--- src/rtl/lift_scheduler.sv ---
// lift_scheduler: single-car SCAN scheduler with IDLE / MOVE / DOOR control.
// Optional feature: define LIFT_SCHED_HOME_EN to return an idle car to floor 0
// after HOME_TIMEOUT idle clocks. Without it the car parks where it stopped.
module lift_scheduler #(
  parameter int unsigned NUM_FLOORS    = 8,
  parameter int unsigned TRAVEL_CYCLES = 4,
  parameter int unsigned DOOR_CYCLES   = 3,
  parameter int unsigned HOME_TIMEOUT  = 16
) (
  input  logic                  clk,
  input  logic                  rst_n,
  input  logic [NUM_FLOORS-1:0] car_call_i,
  input  logic [NUM_FLOORS-1:0] hall_call_i,
  output logic [2:0]            floor_o,
  output logic [1:0]            dir_o,
  output logic                  door_open_o,
  output logic                  arrive_o,
  output logic                  busy_o,
  output logic [NUM_FLOORS-1:0] pending_o
);

  localparam int unsigned CNT_MAX = (TRAVEL_CYCLES > DOOR_CYCLES) ? TRAVEL_CYCLES : DOOR_CYCLES;
  localparam int unsigned CNT_W   = $clog2(CNT_MAX + 1);

  localparam logic [1:0] DIR_IDLE = 2'b00;
  localparam logic [1:0] DIR_UP   = 2'b01;
  localparam logic [1:0] DIR_DN   = 2'b10;

  typedef enum logic [1:0] {S_IDLE, S_MOVE, S_DOOR} state_t;

  // Reject unsupported configurations at elaboration.
  if (NUM_FLOORS < 2 || NUM_FLOORS > 8 || TRAVEL_CYCLES < 1 || DOOR_CYCLES < 1 ||
      HOME_TIMEOUT < 1) begin : g_param_check
    $error("lift_scheduler: parameter out of range");
  end

  state_t                state_q, state_d;
  logic [2:0]            floor_q, floor_d;
  logic [1:0]            dir_q, dir_d;
  logic [CNT_W-1:0]      cnt_q, cnt_d;
  logic [NUM_FLOORS-1:0] pending_q, pending_d;
  logic                  arrive_q, arrive_d;
  logic                  door_q, door_d;
  logic                  busy_q, busy_d;

  logic [NUM_FLOORS-1:0] req_c;
  logic [NUM_FLOORS-1:0] clear_c;
  logic [2:0]            step_floor_c;
  logic [1:0]            rev_dir_c;
  logic [1:0]            nxt_dir_c;
  logic                  homing_c;

`ifdef LIFT_SCHED_HOME_EN
  localparam int unsigned HOME_W = $clog2(HOME_TIMEOUT + 1);
  logic              home_q, home_d;
  logic [HOME_W-1:0] idle_cnt_q, idle_cnt_d;
  assign homing_c = home_q;
`else
  assign homing_c = 1'b0;
`endif

  // True when a request exists strictly beyond fl in direction d.
  function automatic logic ahead(input logic [NUM_FLOORS-1:0] m, input logic [2:0] fl,
                                 input logic [1:0] d);
    logic r;
    r = 1'b0;
    for (int i = 0; i < int'(NUM_FLOORS); i++) begin
      if (m[i] && (d == DIR_UP) && (3'(i) > fl)) r = 1'b1;
      if (m[i] && (d == DIR_DN) && (3'(i) < fl)) r = 1'b1;
    end
    return r;
  endfunction

  // Direction toward the nearest request other than fl; ties go up.
  function automatic logic [1:0] nearest_dir(input logic [NUM_FLOORS-1:0] m,
                                             input logic [2:0] fl);
    logic [3:0] du;
    logic [3:0] dd;
    du = 4'hF;
    dd = 4'hF;
    for (int i = 0; i < int'(NUM_FLOORS); i++) begin
      if (m[i] && (3'(i) > fl) && ((4'(i) - 4'(fl)) < du)) du = 4'(i) - 4'(fl);
      if (m[i] && (3'(i) < fl) && ((4'(fl) - 4'(i)) < dd)) dd = 4'(fl) - 4'(i);
    end
    if (du != 4'hF && du <= dd) return DIR_UP;
    if (dd != 4'hF) return DIR_DN;
    return DIR_IDLE;
  endfunction

  // Next-state, request bookkeeping and output decode.
  always_comb begin
    state_d      = state_q;
    floor_d      = floor_q;
    dir_d        = dir_q;
    cnt_d        = cnt_q;
    arrive_d     = 1'b0;
    clear_c      = '0;
    nxt_dir_c    = DIR_IDLE;
    req_c        = pending_q | car_call_i | hall_call_i;
    step_floor_c = (dir_q == DIR_UP) ? floor_q + 3'd1 : floor_q - 3'd1;
    rev_dir_c    = (dir_q == DIR_UP) ? DIR_DN : DIR_UP;
`ifdef LIFT_SCHED_HOME_EN
    home_d       = home_q;
    idle_cnt_d   = '0;
`endif
    case (state_q)
      S_IDLE: begin
        dir_d = DIR_IDLE;
        if (req_c[floor_q]) begin
          clear_c[floor_q] = 1'b1;
          state_d          = S_DOOR;
          cnt_d            = CNT_W'(DOOR_CYCLES);
          arrive_d         = 1'b1;
        end else if (|req_c) begin
          dir_d   = nearest_dir(req_c, floor_q);
          state_d = S_MOVE;
          cnt_d   = CNT_W'(TRAVEL_CYCLES);
`ifdef LIFT_SCHED_HOME_EN
        end else if (floor_q != 3'd0) begin
          if (idle_cnt_q == HOME_W'(HOME_TIMEOUT - 1)) begin
            dir_d   = DIR_DN;
            state_d = S_MOVE;
            cnt_d   = CNT_W'(TRAVEL_CYCLES);
            home_d  = 1'b1;
          end else begin
            idle_cnt_d = idle_cnt_q + HOME_W'(1);
          end
`endif
        end
      end
      S_MOVE: begin
        if (cnt_q == CNT_W'(1)) begin
          floor_d = step_floor_c;
          cnt_d   = CNT_W'(TRAVEL_CYCLES);
          if (req_c[step_floor_c]) begin
            clear_c[step_floor_c] = 1'b1;
            state_d               = S_DOOR;
            cnt_d                 = CNT_W'(DOOR_CYCLES);
            arrive_d              = 1'b1;
`ifdef LIFT_SCHED_HOME_EN
            home_d                = 1'b0;
`endif
          end else if (!ahead(req_c, step_floor_c, dir_q) &&
                       !(homing_c && step_floor_c != 3'd0)) begin
            state_d = S_IDLE;
            dir_d   = DIR_IDLE;
`ifdef LIFT_SCHED_HOME_EN
            home_d  = 1'b0;
`endif
          end
        end else begin
          cnt_d = cnt_q - CNT_W'(1);
        end
      end
      S_DOOR: begin
        if (cnt_q == CNT_W'(1)) begin
          // Departure wins over a same-edge call for this floor; it stays pending.
          if (dir_q == DIR_IDLE)                      nxt_dir_c = nearest_dir(req_c, floor_q);
          else if (ahead(req_c, floor_q, dir_q))      nxt_dir_c = dir_q;
          else if (ahead(req_c, floor_q, rev_dir_c))  nxt_dir_c = rev_dir_c;
          else                                        nxt_dir_c = DIR_IDLE;
          dir_d   = nxt_dir_c;
          state_d = (nxt_dir_c == DIR_IDLE) ? S_IDLE : S_MOVE;
          cnt_d   = CNT_W'(TRAVEL_CYCLES);
        end else if (req_c[floor_q]) begin
          clear_c[floor_q] = 1'b1;
          cnt_d            = CNT_W'(DOOR_CYCLES);
        end else begin
          cnt_d = cnt_q - CNT_W'(1);
        end
      end
      default: begin
        state_d = S_IDLE;
        dir_d   = DIR_IDLE;
      end
    endcase
    pending_d = req_c & ~clear_c;
    door_d    = (state_d == S_DOOR);
    busy_d    = (state_d != S_IDLE) || (|pending_d);
  end

  // State and registered outputs; reset discards all requests immediately.
  always_ff @(posedge clk or negedge rst_n) begin
    if (!rst_n) begin
      state_q    <= S_IDLE;
      floor_q    <= '0;
      dir_q      <= DIR_IDLE;
      cnt_q      <= '0;
      pending_q  <= '0;
      arrive_q   <= 1'b0;
      door_q     <= 1'b0;
      busy_q     <= 1'b0;
`ifdef LIFT_SCHED_HOME_EN
      home_q     <= 1'b0;
      idle_cnt_q <= '0;
`endif
    end else begin
      state_q    <= state_d;
      floor_q    <= floor_d;
      dir_q      <= dir_d;
      cnt_q      <= cnt_d;
      pending_q  <= pending_d;
      arrive_q   <= arrive_d;
      door_q     <= door_d;
      busy_q     <= busy_d;
`ifdef LIFT_SCHED_HOME_EN
      home_q     <= home_d;
      idle_cnt_q <= idle_cnt_d;
`endif
    end
  end

  assign floor_o     = floor_q;
  assign dir_o       = dir_q;
  assign door_open_o = door_q;
  assign arrive_o    = arrive_q;
  assign busy_o      = busy_q;
  assign pending_o   = pending_q;

endmodule

--- config.mk ---
export PLATFORM = sky130hd
export DESIGN_NAME = lift_scheduler
export DESIGN_NICKNAME = d
export VERILOG_FILES = /design/src/rtl/lift_scheduler.sv
export SDC_FILE = /design/constraint.sdc
export NUM_CORES = 1
export LEC_CHECK = 0
export CAP_MARGIN = 15
export CORE_ASPECT_RATIO = 1.5
export CORE_MARGIN = 2
export CORE_UTILIZATION = 50
export DETAILED_ROUTE_END_ITERATION = 8
export PLACE_DENSITY = 0.7
export SETUP_SLACK_MARGIN = 0.3
export SYNTH_ARGS = -nofsm -noshare
export SYNTH_HDL_FRONTEND = slang
export SYNTH_SLANG_ARGS = --single-unit
--- constraint.sdc ---
create_clock -name clk -period 25.4 [get_ports clk]
set_clock_uncertainty 0.2 [all_clocks]
set_input_delay 5.08 -clock clk [delete_from_list [all_inputs] [get_ports clk]]
set_output_delay 5.08 -clock clk [all_outputs]
set_load 0.02 [all_outputs]
## Word-level counts from Yosys, hierarchy flattened

Cells that the tools add are included.

- Add/sub/neg operators: 18
- Magnitude comparators: 68
- Equality and inequality tests: 17
- Mux-type cells: 256
- Bitwise gates (word level): 4
- Reductions and logical operators: 141

Operator list:

| operator | number |
|---|---|
| 2-to-1 mux 4 bit | 126 |
| logical AND 1 bit | 130 |
| less-than comparator 4 bit | 28 |
| 2-to-1 mux 1 bit | 84 |
| 2-to-1 mux 2 bit | 26 |
| 2-to-1 mux 8 bit | 4 |
| > comparator 3 bit (first input constant) | 8 |
| less-than comparator 3 bit (first input constant) | 8 |
| one-hot mux 8 bit (3 select lines) | 1 |
| 2-to-1 mux 3 bit | 7 |
| inequality test 4 bit (second input constant) | 4 |
| OR 8 bit | 2 |
| OR reduction 8 bit | 2 |
| subtractor 3 x 3 -> 4 bit (first input constant) | 4 |
| subtractor 3 x 3 -> 4 bit (second input constant) | 4 |
| > comparator 1 x 3 -> 1 bit (first input constant) | 4 |
| > comparator 2 x 3 -> 1 bit (first input constant) | 4 |
| less-than comparator 1 x 3 -> 1 bit (first input constant) | 4 |
| less-than comparator 2 x 3 -> 1 bit (first input constant) | 4 |
| less-than comparator 3 x 4 -> 1 bit (second input constant) | 3 |
| one-hot mux 2 bit (3 select lines) | 2 |
| one-hot mux 3 bit (3 select lines) | 1 |
| bitwise AND 8 bit | 1 |
| equality test 2 bit (second input constant) | 4 |
| 23 further kinds | 39 |

- Bits in registers: 21
- Bits of input ports: 18
- Output and inout port bits: 16
- Word-level logic and storage cells: 512

## Logic depth before layout (Yosys ltp)

- Depth after elaboration: 71
- Mapped depth: 59
- Depth with buffers taken out: 56

## Worst setup path after synthesis

No wires, ideal clock.

- Kind: in2reg
- Start: input port car_call_i[0]
- End: register door_q, in the netlist door_open_o
- Setup time: 0.119 ns
- Arrival time: 15.105 ns
- Required time: 25.081 ns
- Slack: 9.976 ns
- Stages: 49
- Buffers on the path: 0
- Cells stage by stage: or3_1 > nand2b_1 > inv_1 > ha_1 > or3_1 > a21oi_1 > nand2_1 > o31ai_1 > ha_1 > a21o_1 > a2111oi_0 > o21ai_1 > mux2_2 > ha_1 > inv_1 > o21bai_1 > a21boi_0 > a21boi_0 > [13 not listed] > a31oi_1 > o21ai_0 > ha_1 > o21ai_0 > o21ai_0 > a31o_2 > a21oi_1 > nor2_1 > a21oi_1 > ha_1 > nor2b_1 > o21ai_0 > nand2b_1 > a21oi_1 > a41o_1 > nor2b_1 > a211oi_1 > and2_1

- Longest elaborated chain between the ends: 66
- Elaborated cells between the ends (all ways): 202
- Classes of those cells: order compare (15); eq/ne (3); mux (151); bitwise (2); reduce/logical (31)

RTL lines:

| what | RTL line | source |
|---|---|---|
| start: declaration | 12 | `input logic [NUM_FLOORS-1:0] car_call_i,` |
| OR 8 bit (*) (2 in a row) | 99 | `req_c = pending_q \| car_call_i \| hall_call_i;` |
| logical AND 1 bit (2 in a row) | 83 | `if (m[i] && (3'(i) < fl) && ((4'(fl) - 4'(i)) < dd)) dd = 4'(fl) - 4'(i);` |
| 2-to-1 mux 4 bit | 83 |  |
| 2-to-1 mux 4 bit | 158 | `if (dir_q == DIR_IDLE) nxt_dir_c = nearest_dir(req_c, floor_q);` |
| 2-to-1 mux 4 bit | 156 | `if (cnt_q == CNT_W'(1)) begin` |
| 2-to-1 mux 4 bit | 106 | `case (state_q)` |
| less-than comparator 4 bit | 83 |  |
| logical AND 1 bit | 83 |  |
| [49 not listed] | - |  |
| 2-to-1 mux 2 bit | 156 |  |
| 2-to-1 mux 2 bit | 106 |  |
| logical NOT 2 bit | 163 | `state_d = (nxt_dir_c == DIR_IDLE) ? S_IDLE : S_MOVE;` |
| 2-to-1 mux 1 bit | 163 |  |
| 2-to-1 mux 2 bit | 156 |  |
| one-hot mux 2 bit (3 select lines) (*) | 106 |  |
| equality test 2 bit (*) | 178 | `door_d = (state_d == S_DOOR);` |
| net door_d | 43 | `logic door_q, door_d;` |
| end signal: assignment | 204 | `door_q <= door_d;` |
| end: declaration | 43 |  |

The timed path passes the listed nets; every way through them passes the cells marked *. The select of a mux whose other input is x is not followed.
A chain may end at the register's enable or synchronous reset.

## Final worst setup path

Same ends and word-level chain as after synthesis.

==> results.json <==
{
  "crit_path_max_incr_delay_ps": 600,
  "dp_hpwl_um": 10200,
  "required_ps": 25400,
  "cts_setup_buffers": 0,
  "drt_wl_total_um": 13200,
  "ctsLongestPathBuffers": 2,
  "status": "completed",
  "io_buffers": 33,
  "routed_via_density": 6.62,
  "grt.overflow.total": 0,
  "grt_busiest_layer": "met2",
  "worst_hold_path_type": "reg -> reg",
  "antenna_found_initial": 0,
  "io_pins": 34,
  "drtAntennaViolNets": 0,
  "synth-seq-area-share_pct": 12.8,
  "synth_edf_count": 0,
  "grt_use_met1_pct": 32.6,
  "preCtsSetupSlack_ps": 8100,
  "insertion_delay_ps": 260,
  "ctsResizeCount": 0,
  "yosys-top-cells-area": "ha_1 (16%), dfrtp_1 (13%), a21oi_1 (6.8%)",
  "die-area_um2": 8970,
  "synth.distinct_cells": 77,
  "synthCells": 568,
  "crit_cells": 50,
  "synthesis.nets": 640,
  "cts.clk_slew.worst_paths_ps": 60,
  "min_path_cells": 2,
  "cts_sinks": 21,
  "yosys_warnings": 0,
  "globalRouteTotalUtil_pct": 29.6,
  "drive_above_1_share_pct": 6.97,
  "path_class": "in -> reg",
  "synthToLayoutAreaGrowth_pct": 12.0,
  "die_h_um": 115,
  "setup_viol": 0,
  "netlist_top_cells_count": "a21oi_1 (56), nor2_1 (55), ha_1 (53)",
  "max_freq_ghz": 0.0579,
  "ys_seq_elements": 21,
  "synth_top_area_share_pct": 16.1,
  "hold_buffers": 0,
  "numCtsBuffers": 3,
  "finalMaxSlewViolations": 0,
  "crit_buf_inv": 2,
  "synth.most_common_cell": "a21oi_1",
  "maxSlewHeadroom_pct": 34.8,
  "antenna_cells": 0,
  "gp_congestion": 0.950,
  "synth_largest_area_cell": "ha_1",
  "grt_use_met3_pct": 1.88,
  "rsz0062_at_grt": "false",
  "synth_flop_cell": "dfrtp_1",
  "hold_viol": 0,
  "num_vias": 4591,
  "grt_pass1_wl_um": 21300,
  "cts-root-buf": "clkbuf_16",
  "critPathLaunchType": "input pin",
  "ys_async_sr_fraction_pct": 100,
  "cts_tree": "yes",
  "dieWidth_um": 78.0,
  "initial_utilization_pct": 51.3,
  "cp.arrival_ps": 17270,
  "layout.nets": 661,
  "ff2ff_path_depth": 49,
  "worstMarginPinSlew_ps": 976,
  "maxCapViolCount": 0,
  "grt_max_degree": 50,
  "core_um2": 8010,
  "htreeDepth": 1,
  "slowest_stage": "a2111oi_0",
  "drt_iter0_drc": 319,
  "min_period_over_period_pct": 68.0,
  "syn_area_um2": 4110,
  "synth_area_per_cell_um2": 7.23,
  "fin_ws_ps": 8130,
  "num_rows": 40,
  "whs_ps": 383,
  "dr.pass1.iters": 5,
  "drc": 0,
  "path_delay_family": "compound AO/OA/AOI/OAI gates",
  "wire_per_inst_um": 19.1,
  "period_needed_ps": 17270,
  "end_kind": "flip-flop",
  "use_met2_pct": 55.5,
  "first_global_vias": 4541,
  "n_fill_cell": 769,
  "tns_ps": 0,
  "cp_max_fo": 8
}
-- path summary, 6_finish.rpt --
| check | startpoint | to | slack [ps] |
|---|---|---|---|
| setup / recovery | car_call_i[0] | door_open_o | 8130 |
| hold / removal | cnt_q[1] | cnt_q[1] | 380 |
| setup reg to reg | floor_o[1] | door_open_o | 12530 |
| hold reg to reg | cnt_q[1] | cnt_q[1] | 380 |
| max in group asynchronous | rst_n | pending_o[2] | 19250 |
| min in group asynchronous | rst_n | cnt_q[1] | 5160 |
-- tightest hold or removal path, cell delays in order, from the launching register on --
cell,delay [ps]
dfrtp_1,350
inv_1,90
o22ai_1,90
-- stage by stage --
step | instances | utilization (%) | area [um^2]
after detailed placement | 689 | 56.5 | 4520
after global placement | 689 | 56.5 | 4520
final | 693 | 57.5 | 4600
after global routing | 693 | 57.5 | 4600
after floorplan | 568 | - | 4110
after CTS | 693 | 57.5 | 4600
-- registers in the layout, indices dropped and copies added, names as in the netlist --
register     cells
dir_o            2
door_open_o      1
cnt_q            3
state_q          2
pending_o        8
floor_o          3
busy_o           1
arrive_o         1
-- placed cells by master (no fill, tap or decap), drive strengths merged, types with 6 or more instances in the layout --
cell,count
nor2,56
nand4,7
a21oi,56
nand3,20
o21ai,41
nor2b,14
inv,26
clkdlybuf4s50,33
a21o,7
or3,11
dfrtp,21
buf,7
mux2,9
and3,7
o21a,10
nor3,27
o31ai,8
ha,53
nand2b,13
a31oi,11
nand2,45
o22ai,6
o211ai,6
-- routing by layer --
layer  routed length, um  part of all wire (%)
met5                   0                     0
met4                 646                   4.9
met3                 598                   4.5
met2                6910                    52
met1                5050                    38
-- cell type report --
cell class	instances	area [um^2]	area share [%]
multi-input combinational	496	3380	73.5
sequential	21	526	11.4
clock inverter	1	5.00	0.109
clock buffer	3	75.1	1.63
timing repair buffer	40	383	8.32
inverter	27	101	2.20
tap	105	131	2.86
-- cell families (layout without fill, tap and decap cells) --
| family | Yosys count | in the layout | synth area share [%] |
|---|---|---|---|
| compound gates | 197 | 197 | 32.3 |
| fa+ha+maj | 55 | 55 | 16.9 |
| flops | 21 | 21 | 12.8 |
| buf+inv | 51 | 71 | 4.96 |
| mux | 16 | 16 | 4.78 |
| simple gates | 223 | 223 | 27.2 |
| xor+xnor | 5 | 5 | 1.07 |
Power is not shown: default switching activity piles up to over one toggle a cycle in this logic, so the estimate is an artifact.
